### config.mk
export PLATFORM = sky130hd
export DESIGN_NAME = request_latch_arbiter_flat
export DESIGN_NICKNAME = d
export VERILOG_FILES = /design/src/rtl/request_latch_arbiter_if.sv /design/src/rtl/request_latch_arbiter.sv /design/src/flat_wrapper.sv
export SDC_FILE = /design/constraint.sdc
export NUM_CORES = 1
export LEC_CHECK = 0
export ABC_AREA = 1
export CAP_MARGIN = 20
export CELL_PAD_IN_SITES_DETAIL_PLACEMENT = 1
export CELL_PAD_IN_SITES_GLOBAL_PLACEMENT = 1
export CORE_UTILIZATION = 29
export DETAILED_ROUTE_END_ITERATION = 16
export PLACE_DENSITY_LB_ADDON = 0.1
export SLEW_MARGIN = 20
export SYNTH_ARGS = -nofsm -noshare
export SYNTH_HDL_FRONTEND = slang
export SYNTH_SLANG_ARGS = --single-unit
### constraint.sdc
create_clock -name clk -period 1.4 [get_ports clk]
set_input_delay 0.21 -clock clk [delete_from_list [all_inputs] [get_ports clk]]
set_output_delay 0.21 -clock clk [all_outputs]
set_load 0.005 [all_outputs]
### src/rtl/request_latch_arbiter_if.sv
// rtl/request_latch_arbiter_if.sv - request/mask/ack and code/valid/pending/overflow bundle for request_latch_arbiter
interface request_latch_arbiter_if;
  logic [3:0] req;
  logic       mask_we;
  logic [3:0] mask_in;
  logic       ack;
  logic [1:0] code;
  logic       valid;
  logic [3:0] pending;
  logic       overflow;

  modport master (
    output req, mask_we, mask_in, ack,
    input  code, valid, pending, overflow
  );

  modport slave (
    input  req, mask_we, mask_in, ack,
    output code, valid, pending, overflow
  );
endinterface

### src/rtl/request_latch_arbiter.sv
// rtl/request_latch_arbiter.sv - latching 4-way priority arbiter with stable code/ack handshake
// Define REQ_EDGE_DETECT_EN to latch on rising edges of req instead of levels.
module request_latch_arbiter #(
  parameter logic [3:0] MASK_RESET = 4'b1111
) (
  input logic                     clk,
  input logic                     reset,
  request_latch_arbiter_if.slave  bus
);

  typedef enum logic {
    IDLE    = 1'b0,
    PRESENT = 1'b1
  } state_t;

  state_t     state;
  logic [3:0] mask;
  logic [3:0] pend_q;
  logic [1:0] code_q;
  logic       ovf_q;

  logic [3:0] set_ev;
  logic [3:0] clr;
  logic [3:0] kept;
  logic [3:0] elig_now;
  logic [3:0] elig_left;

`ifdef REQ_EDGE_DETECT_EN
  logic [3:0] req_hist;

  always_ff @(posedge clk) begin
    if (reset) req_hist <= 4'b0000;
    else       req_hist <= bus.req;
  end

  assign set_ev = bus.req & ~req_hist;
`else
  assign set_ev = bus.req;
`endif

  function automatic logic [1:0] winner(input logic [3:0] v);
    logic [1:0] w;
    w = 2'd0;
    if (v[3])      w = 2'd3;
    else if (v[2]) w = 2'd2;
    else if (v[1]) w = 2'd1;
    return w;
  endfunction

  always_comb begin
    clr = 4'b0000;
    if (state == PRESENT && bus.ack) clr = 4'b0001 << code_q;
  end

  // A set-event on a bit being cleared this cycle re-latches it without overflow.
  assign kept      = pend_q & ~clr;
  assign elig_now  = pend_q & mask;
  assign elig_left = kept & mask;

  always_ff @(posedge clk) begin
    if (reset) begin
      state  <= IDLE;
      pend_q <= 4'b0000;
      code_q <= 2'd0;
      ovf_q  <= 1'b0;
      mask   <= MASK_RESET;
    end else begin
      pend_q <= kept | set_ev;
      ovf_q  <= |(set_ev & kept);
      if (bus.mask_we) mask <= bus.mask_in;
      case (state)
        IDLE: begin
          if (|elig_now) begin
            state  <= PRESENT;
            code_q <= winner(elig_now);
          end
        end
        PRESENT: begin
          // Code is frozen until ack; back-to-back reload keeps valid high.
          if (bus.ack) begin
            if (|elig_left) code_q <= winner(elig_left);
            else            state  <= IDLE;
          end
        end
        default: state <= IDLE;
      endcase
    end
  end

  assign bus.code     = code_q;
  assign bus.valid    = (state == PRESENT);
  assign bus.pending  = pend_q;
  assign bus.overflow = ovf_q;

endmodule

### src/flat_wrapper.sv
// flat-port wrapper written by rule: the top's interface ports become plain ports
module request_latch_arbiter_flat 
#(
  parameter logic [3:0] MASK_RESET = 4'b1111
)
  (clk, reset, bus_req, bus_mask_we, bus_mask_in, bus_ack, bus_code, bus_valid, bus_pending, bus_overflow);
  request_latch_arbiter_if bus_i ();
  input logic clk;
  input logic reset;
  input wire logic [$bits(bus_i.req)-1:0] bus_req;
  input wire logic [$bits(bus_i.mask_we)-1:0] bus_mask_we;
  input wire logic [$bits(bus_i.mask_in)-1:0] bus_mask_in;
  input wire logic [$bits(bus_i.ack)-1:0] bus_ack;
  output wire logic [$bits(bus_i.code)-1:0] bus_code;
  output wire logic [$bits(bus_i.valid)-1:0] bus_valid;
  output wire logic [$bits(bus_i.pending)-1:0] bus_pending;
  output wire logic [$bits(bus_i.overflow)-1:0] bus_overflow;
  assign bus_i.req = bus_req;
  assign bus_i.mask_we = bus_mask_we;
  assign bus_i.mask_in = bus_mask_in;
  assign bus_i.ack = bus_ack;
  assign bus_code = bus_i.code;
  assign bus_valid = bus_i.valid;
  assign bus_pending = bus_i.pending;
  assign bus_overflow = bus_i.overflow;
  request_latch_arbiter #(.MASK_RESET(MASK_RESET)) u_core (.clk(clk), .reset(reset), .bus(bus_i));
endmodule
==> metrics.md, run 1 <==
| Metric | Value |
|---|---|
| Maximum number of buffers from clock root to sink | 2 |
| Clock transition at the registers of the reported paths | 80 ps |
| Dominant combinational cell family by area after synthesis | simple AND/OR/NAND/NOR gates |
| CP max-delay cell | clkdlybuf4s50_1 |
| Required arrival time at the worst endpoint | 1190 ps |
| Flop-to-flop setup slack | 170 ps |
| Cell type contributing the most total cell area after synthesis | dfxtp_1 |
| Buffer type at the clock tree root | clkbuf_4 |
| Global-route wire length before repair | 2.36 mm |
| Total congestion overflow | 0 |
| First-iteration detailed-routing DRC count | 2 |
| Clk sinks | 12 |
| Maximum resistive drop on vdd | 0.000481 V |
| Combined area of the multi-input logic cells | 305 um^2 |
| Element type at the critical path start | flop |
| Average instance area after synthesis | 7.08 um^2 |
| Ys Warns | 0 |
| Top-area cell type share of the netlist area | 0.404 |
| Final count of negative-setup-slack endpoints | 0 |
| Fillcell total | 258 |
| Worst Path Arrival | 1150 ps |
| Parity-gate share of the synthesized area counting xor and xnor cells | 0 |
| Worst slew margin | 0.801 |
| Largest stage delay on the critical path | 510 ps |
| Cell depth of the worst hold path | 2 |
| Core Box Area | 1940 um^2 |
| Final clock period utilization by the worst path | 0.970 |
| WP buf/inv | 1 |
| Flop pwr share | 0.471 |
| Final net count | 124 |
| GPL Wtd Cong | 0.848 |
| Final non-filler cell total | 137 |
| Worst Hold End | u_core.mask[2]$_SDFFE_PP1P_ |
| RSZ-0062 raised after global routing | no |
| Remaining number of nets flagged by the antenna check after routing | 0 |
| Clock power share | 0.253 |
| R2R Path Start | u_core.bus.code[0]$_SDFFE_PP0P_ |
| Later-pin clock latency in the skew report | 280 ps |
| Critical path class | flop to output pin |
| Total area of sequential cells | 253 um^2 |
| Synthesized-area fraction occupied by ao, oa, aoi and oai cells | 0.126 |
| Combinational cell fraction of total power | 0.275 |
| Mux share of post-synthesis cell area | 0 |
| Hold-fix buffers, CTS | 0 |
| Net Count, Synth | 96 |
| Synthesized instance count | 84 |
| Leakage power figure | 0.439 nW |
| Global routing usage summed across all routing layers | 0.159 |
| Main area contributors after synthesis | dfxtp_1, nand2_1, nor2_1, inv_1, a21oi_1 |
| Worst setup path startpoint | u_core.bus.pending[0]$_SDFF_PP0_ |
| Worst r2r path cells | 8 |
| Outcome | completed |
| Total wire length after detailed routing | 1.55 mm |
| Smallest hold slack | 462 ps |
| Port bufs | 19 |
| Number of buffers created by CTS | 3 |
| Post-synthesis sequential area ratio | 0.404 |
| Number of storage elements in the synthesis netlist | 12 |
| Wire length per cell | 11.3 um |
| Setup Skew | 6.28 ps |
| Endpoint kind of the worst setup timing path | output pin |
| Boundary pin count | 20 |
| Transition at the pin with the smallest max-transition slack | 296 ps |
| Vias in the first global route | 540 |
| Switching portion of total power | 0.301 |
| Via density | 4.51 |
| Cell Chain, Critical Path | clkdlybuf4s50_1 |
| Number of placed cells counting well taps | 133 |
| Startpoint of the tightest hold check path | u_core.mask[2]$_SDFFE_PP1P_ |
| Final Worst Setup Slack | 41.9 ps |
| Overall die height | 47.3 um |
| Area of the mapped netlist | 594 um^2 |
| Synthesized-area fraction occupied by adder cells | 0 |
| DRC viols | 0 |
| H-Tree Depth | 1 |
| Die area | 2230 um^2 |
| Number of hold-slack violations in the final timing report | 0 |
| Power spent charging and discharging nets | 0.260 mW |
| Antenna cell count | 0 |
| Utilization of the core after routing | 0.457 |
| Number of optimization iterations in the first detailed-route pass | 4 |
| Internal Power | 0.605 mW |
| Signed area change from the synthesized netlist to the final layout | 49.5% |
| Simple-gate share of the synthesized area | 0.387 |
| Initial core utilization | 0.306 |
| Worst reg2reg path endpoint | u_core.bus.code[1]$_SDFFE_PP0P_ |
| Clock tree from TritonCTS | built |
| Power density over cell area | 973 nW/um^2 |
| Via count of the routed design | 618 |
| Pin count of the biggest net entering global routing | 8 |
| Share of final-layout standard cells stronger than drive strength 1 | 0.200 |
| Hold/Removal Path Class | flop to flop |
| Distinct cell type count after synthesis | 17 |
| Max Clock Freq | 736 MHz |
| Number of placement rows | 16 |
| Chip Width | 47.3 um |
| Number of antenna violations at the first check in global routing | 0 |
| Minimum clock period after layout | 1360 ps |
| Final number of max-transition violations | 0 |
| Critical path's top delay family | buffers and inverters |
| Critical Path Fanout Max | 3 |
| Worst Setup Slack post-DPL | -185 ps |
| Max Cap Viol | 0 |
| Sum of net half-perimeters after detailed placement | 1.24 mm |
[per-layer routing]
metal	wire, um	global-route usage	part of all wire
met1	716	0.194	0.46
met2	757	0.268	0.49
met3	48	0.0231	0.031
met4	25	0.0857	0.016
met5	0	0	0
[cells by family after synthesis]
| kind of cell | Yosys count |
|---|---|
| AO/OA/AOI/OAI | 11 |
| buffers and inverters | 13 |
| flip-flops | 12 |
| AND/OR/NAND/NOR | 48 |
[synth_stat cells (all sizes together)]
| library cell | number |
|---|---|
| nor2 | 13 |
| nand3 | 6 |
| a21boi | 1 |
| o21ai | 2 |
| o21bai | 2 |
| o22ai | 1 |
| a21oi | 5 |
| dfxtp | 12 |
| nand4 | 3 |
| nand2 | 26 |
| inv | 13 |
[power groups by stage]
stage	combinational, mW	sequential, mW	clock, mW
final	0.238	0.408	0.219
after global routing	0.266	0.413	0.244
after CTS	0.235	0.411	0.223
after detailed placement	0.233	0.415	0
after global placement	0.227	0.414	0
after floorplan	0.119	0.408	0
[layout make-up]
type / instances / area share
Multi-Input combinational cell: 59 / 0.344
Tap cell: 27 / 0.0380
Sequential cell: 12 / 0.285
Timing Repair Buffer: 23 / 0.254
Inverter: 13 / 0.0549
Clock buffer: 3 / 0.0254
[worst max-delay path by stage]
stage / end / slack [ps] / cells after the start
floorplan: u_core.bus.code[1]$_SDFFE_PP0P_ / 290 / 9
global placement: u_core.bus.code[1]$_SDFFE_PP0P_ / -120 / 10
finish: bus_pending[0] / 40 / 1
global route: bus_code[0] / 6 / 1
detailed placement: u_core.bus.code[1]$_SDFFE_PP0P_ / -190 / 10
CTS: bus_code[1] / 9 / 1
[what timing repair did]
item / in CTS / in global routing
setup buffers: 0 / 1
gates cloned: 0 / 0
endpoints found under the setup margin: 4 / 5
resized for setup: 5 / 5
[layout by cell type (no fill, tap or decap), types with 2 or more instances in the layout]
| cell | n |
|---|---|
| nand3_1 | 5 |
| a21oi_1 | 5 |
| inv_2 | 2 |
| nand2_2 | 3 |
| dfxtp_2 | 4 |
| clkbuf_4 | 3 |
| dfxtp_4 | 2 |
| clkdlybuf4s50_1 | 17 |
| dfxtp_1 | 6 |
| nor2_1 | 13 |
| buf_4 | 4 |
| nand2_1 | 22 |
| dlymetal6s2s_1 | 2 |
| inv_1 | 11 |
| nand4_1 | 2 |
| o21ai_0 | 2 |
[state kept, by name, summed over array words and instances, names as in the netlist]
register and flops:
u_core.bus.pending 4, u_core.bus.valid 1, u_core.bus.overflow 1, u_core.bus.code 2, u_core.mask 4
[stage by stage]
step	power, mW	instance area (um^2)	setup TNS (ps)
floorplan	0.527	594	0
global placement	0.641	841	-444
detailed placement	0.648	841	-627
CTS	0.869	871	0
global route	0.922	888	0
finish	0.864	888	0
Power figures use the tool's default switching activity.
==> inputs of run 2 (changes only) <==
--- a/config.mk
+++ b/config.mk
@@ -9,9 +9,10 @@
 export CAP_MARGIN = 20
 export CELL_PAD_IN_SITES_DETAIL_PLACEMENT = 1
 export CELL_PAD_IN_SITES_GLOBAL_PLACEMENT = 1
-export CORE_UTILIZATION = 29
+export CORE_UTILIZATION = 27
 export DETAILED_ROUTE_END_ITERATION = 16
 export PLACE_DENSITY_LB_ADDON = 0.1
+export SKIP_CTS_REPAIR_TIMING = 1
 export SLEW_MARGIN = 20
 export SYNTH_ARGS = -nofsm -noshare
 export SYNTH_HDL_FRONTEND = slang
==> constraint.sdc (replaced) <==
create_clock -name clk -period 1.15 [get_ports clk]
set_input_delay 0.1725 -clock clk [delete_from_list [all_inputs] [get_ports clk]]
set_output_delay 0.1725 -clock clk [all_outputs]
set_load 0.005 [all_outputs]
==> metrics.md, run 2 (synthesis results as in run 1) <==
| Metric | Value |
|---|---|
| Outcome | finished, violations left |
| Violations in the final reports | negative setup slack |
| Buffer type at the clock tree root | clkbuf_4 |
| Number of placement rows | 16 |
| Antenna cell count | 0 |
| Power density over cell area | 1120 nW/um^2 |
| Power spent charging and discharging nets | 0.351 mW |
| Chip Width | 48.9 um |
| Setup Skew | 3.66 ps |
| Die area | 2390 um^2 |
| Via count of the routed design | 643 |
| Remaining number of nets flagged by the antenna check after routing | 0 |
| Max Clock Freq | 816 MHz |
| Flop pwr share | 0.449 |
| Pin count of the biggest net entering global routing | 8 |
| Worst Path Arrival | 1400 ps |
| Boundary pin count | 20 |
| Global-route wire length before repair | 2.55 mm |
| Clock power share | 0.230 |
| DRC viols | 0 |
| Vias in the first global route | 613 |
| GPL Wtd Cong | 0.751 |
| Later-pin clock latency in the skew report | 270 ps |
| R2R Path Start | u_core.bus.code[0]$_SDFFE_PP0P_ |
| Overall die height | 48.9 um |
| Clock transition at the registers of the reported paths | 80 ps |
| Worst slew margin | 0.869 |
| Initial core utilization | 0.294 |
| Number of optimization iterations in the first detailed-route pass | 4 |
| Number of buffers created by CTS | 3 |
| Via density | 4.56 |
| Element type at the critical path start | flop |
| Total congestion overflow | 0 |
| Maximum number of buffers from clock root to sink | 2 |
| Internal Power | 0.775 mW |
| Required arrival time at the worst endpoint | 1320 ps |
| Endpoint kind of the worst setup timing path | flop |
| Final clock period utilization by the worst path | 1.07 |
| Minimum clock period after layout | 1230 ps |
| Maximum resistive drop on vdd | 0.000450 V |
| Signed area change from the synthesized netlist to the final layout | 69.1% |
| Utilization of the core after routing | 0.497 |
| Transition at the pin with the smallest max-transition slack | 195 ps |
| Number of antenna violations at the first check in global routing | 0 |
| Summed area of non-filler cells in the final layout | 1000 um^2 |
| Critical path class | flop to flop |
| Port bufs | 19 |
| Total wire length after detailed routing | 1.63 mm |
| Max Cap Viol | 0 |
| Cell area after placement | 856 um^2 |
| H-Tree Depth | 1 |
| Wire length per cell | 11.5 um |
| Clock tree from TritonCTS | built |
| Critical Path Fanout Max | 5 |
| Share of final-layout standard cells stronger than drive strength 1 | 0.325 |
| Highest-count cells in the layout ignoring fill and taps | nand2_1, nor2_1, inv_1, clkdlybuf4s50_1, dlymetal6s2s_1 |
| Final number of max-transition violations | 0 |
| Number of hold-slack violations in the final timing report | 0 |
| Switching portion of total power | 0.312 |
| Clk sinks | 12 |
| Final Worst Setup Slack | -75.5 ps |
| Smallest hold slack | 288 ps |
| Commonest non-fill, non-tap cell in the layout | nand2_1 |
| Final count of negative-setup-slack endpoints | 2 |
| Startpoint of the tightest hold check path | bus_ack |
| First-iteration detailed-routing DRC count | 2 |
| Worst Setup Slack post-DPL | -368 ps |
| Leakage power figure | 0.566 nW |
| Final net count | 128 |
| Sum of net half-perimeters after detailed placement | 1.23 mm |
| Worst setup path startpoint | u_core.bus.code[0]$_SDFFE_PP0P_ |
| PnR Total Power | 1.13 mW |
| Global routing usage summed across all routing layers | 0.144 |
| Hold/Removal Path Class | input port to flop |
| RSZ-0062 raised after global routing | yes |
| Combinational cell fraction of total power | 0.321 |
| Core Box Area | 2020 um^2 |
run 2: critical path: stages, from the launching register on:
cell and delay [ps]:
dfxtp_4 370, buf_6 130, nor2_4 110, nand2_2 80, nand3_4 80, nand2_2 60
o21bai_1 150, nand2_1 60, nand2_1 60, nor2_1 30
run 2: per-stage QoR:
| stage | cells | TNS [ps] |
|---|---|---|
| floorplan | 84 | 0 |
| global placement | 135 | -1800 |
| detailed placement | 135 | -1960 |
| CTS | 138 | -1980 |
| global route | 141 | -402 |
| finish | 141 | -124 |
run 2: final cells by class:
class / count / area [um^2]
fillers: 257 / 1020
multi-input cells: 59 / 360
repair buffers: 27 / 280
flip-flops and latches: 12 / 256
inverters: 13 / 51.3
well taps: 27 / 33.8
clock buffers: 3 / 22.5
run 2: routing by layer:
metal | vias to the layer above | global-route usage | part of all wire
met3 | 2 | 0.0374 | 0.041
met4 | 0 | 0.0588 | 0.012
met5 | - | 0 | 0
li1 | 326 | - | -
met2 | 12 | 0.250 | 0.49
met1 | 303 | 0.165 | 0.46
run 2: final timing paths:
kind	endpoint	cells past startpoint	slack, ps
max	u_core.bus.code[1]$_SDFFE_PP0P_	9	-80
min	u_core.bus.valid$_SDFF_PP0_	4	290
max reg2reg	u_core.bus.code[1]$_SDFFE_PP0P_	9	-80
min reg2reg	u_core.mask[2]$_SDFFE_PP1P_	2	470
run 2: power groups by stage:
stage	Sequential (mW)	Combinational (mW)	Clock, mW
2_1_floorplan	0.497	0.145	0
3_3_place_gp	0.503	0.288	0
3_5_place_dp	0.503	0.293	0
5_1_grt	0.514	0.401	0.297
4_1_cts	0.493	0.295	0.275
6_report	0.506	0.361	0.259
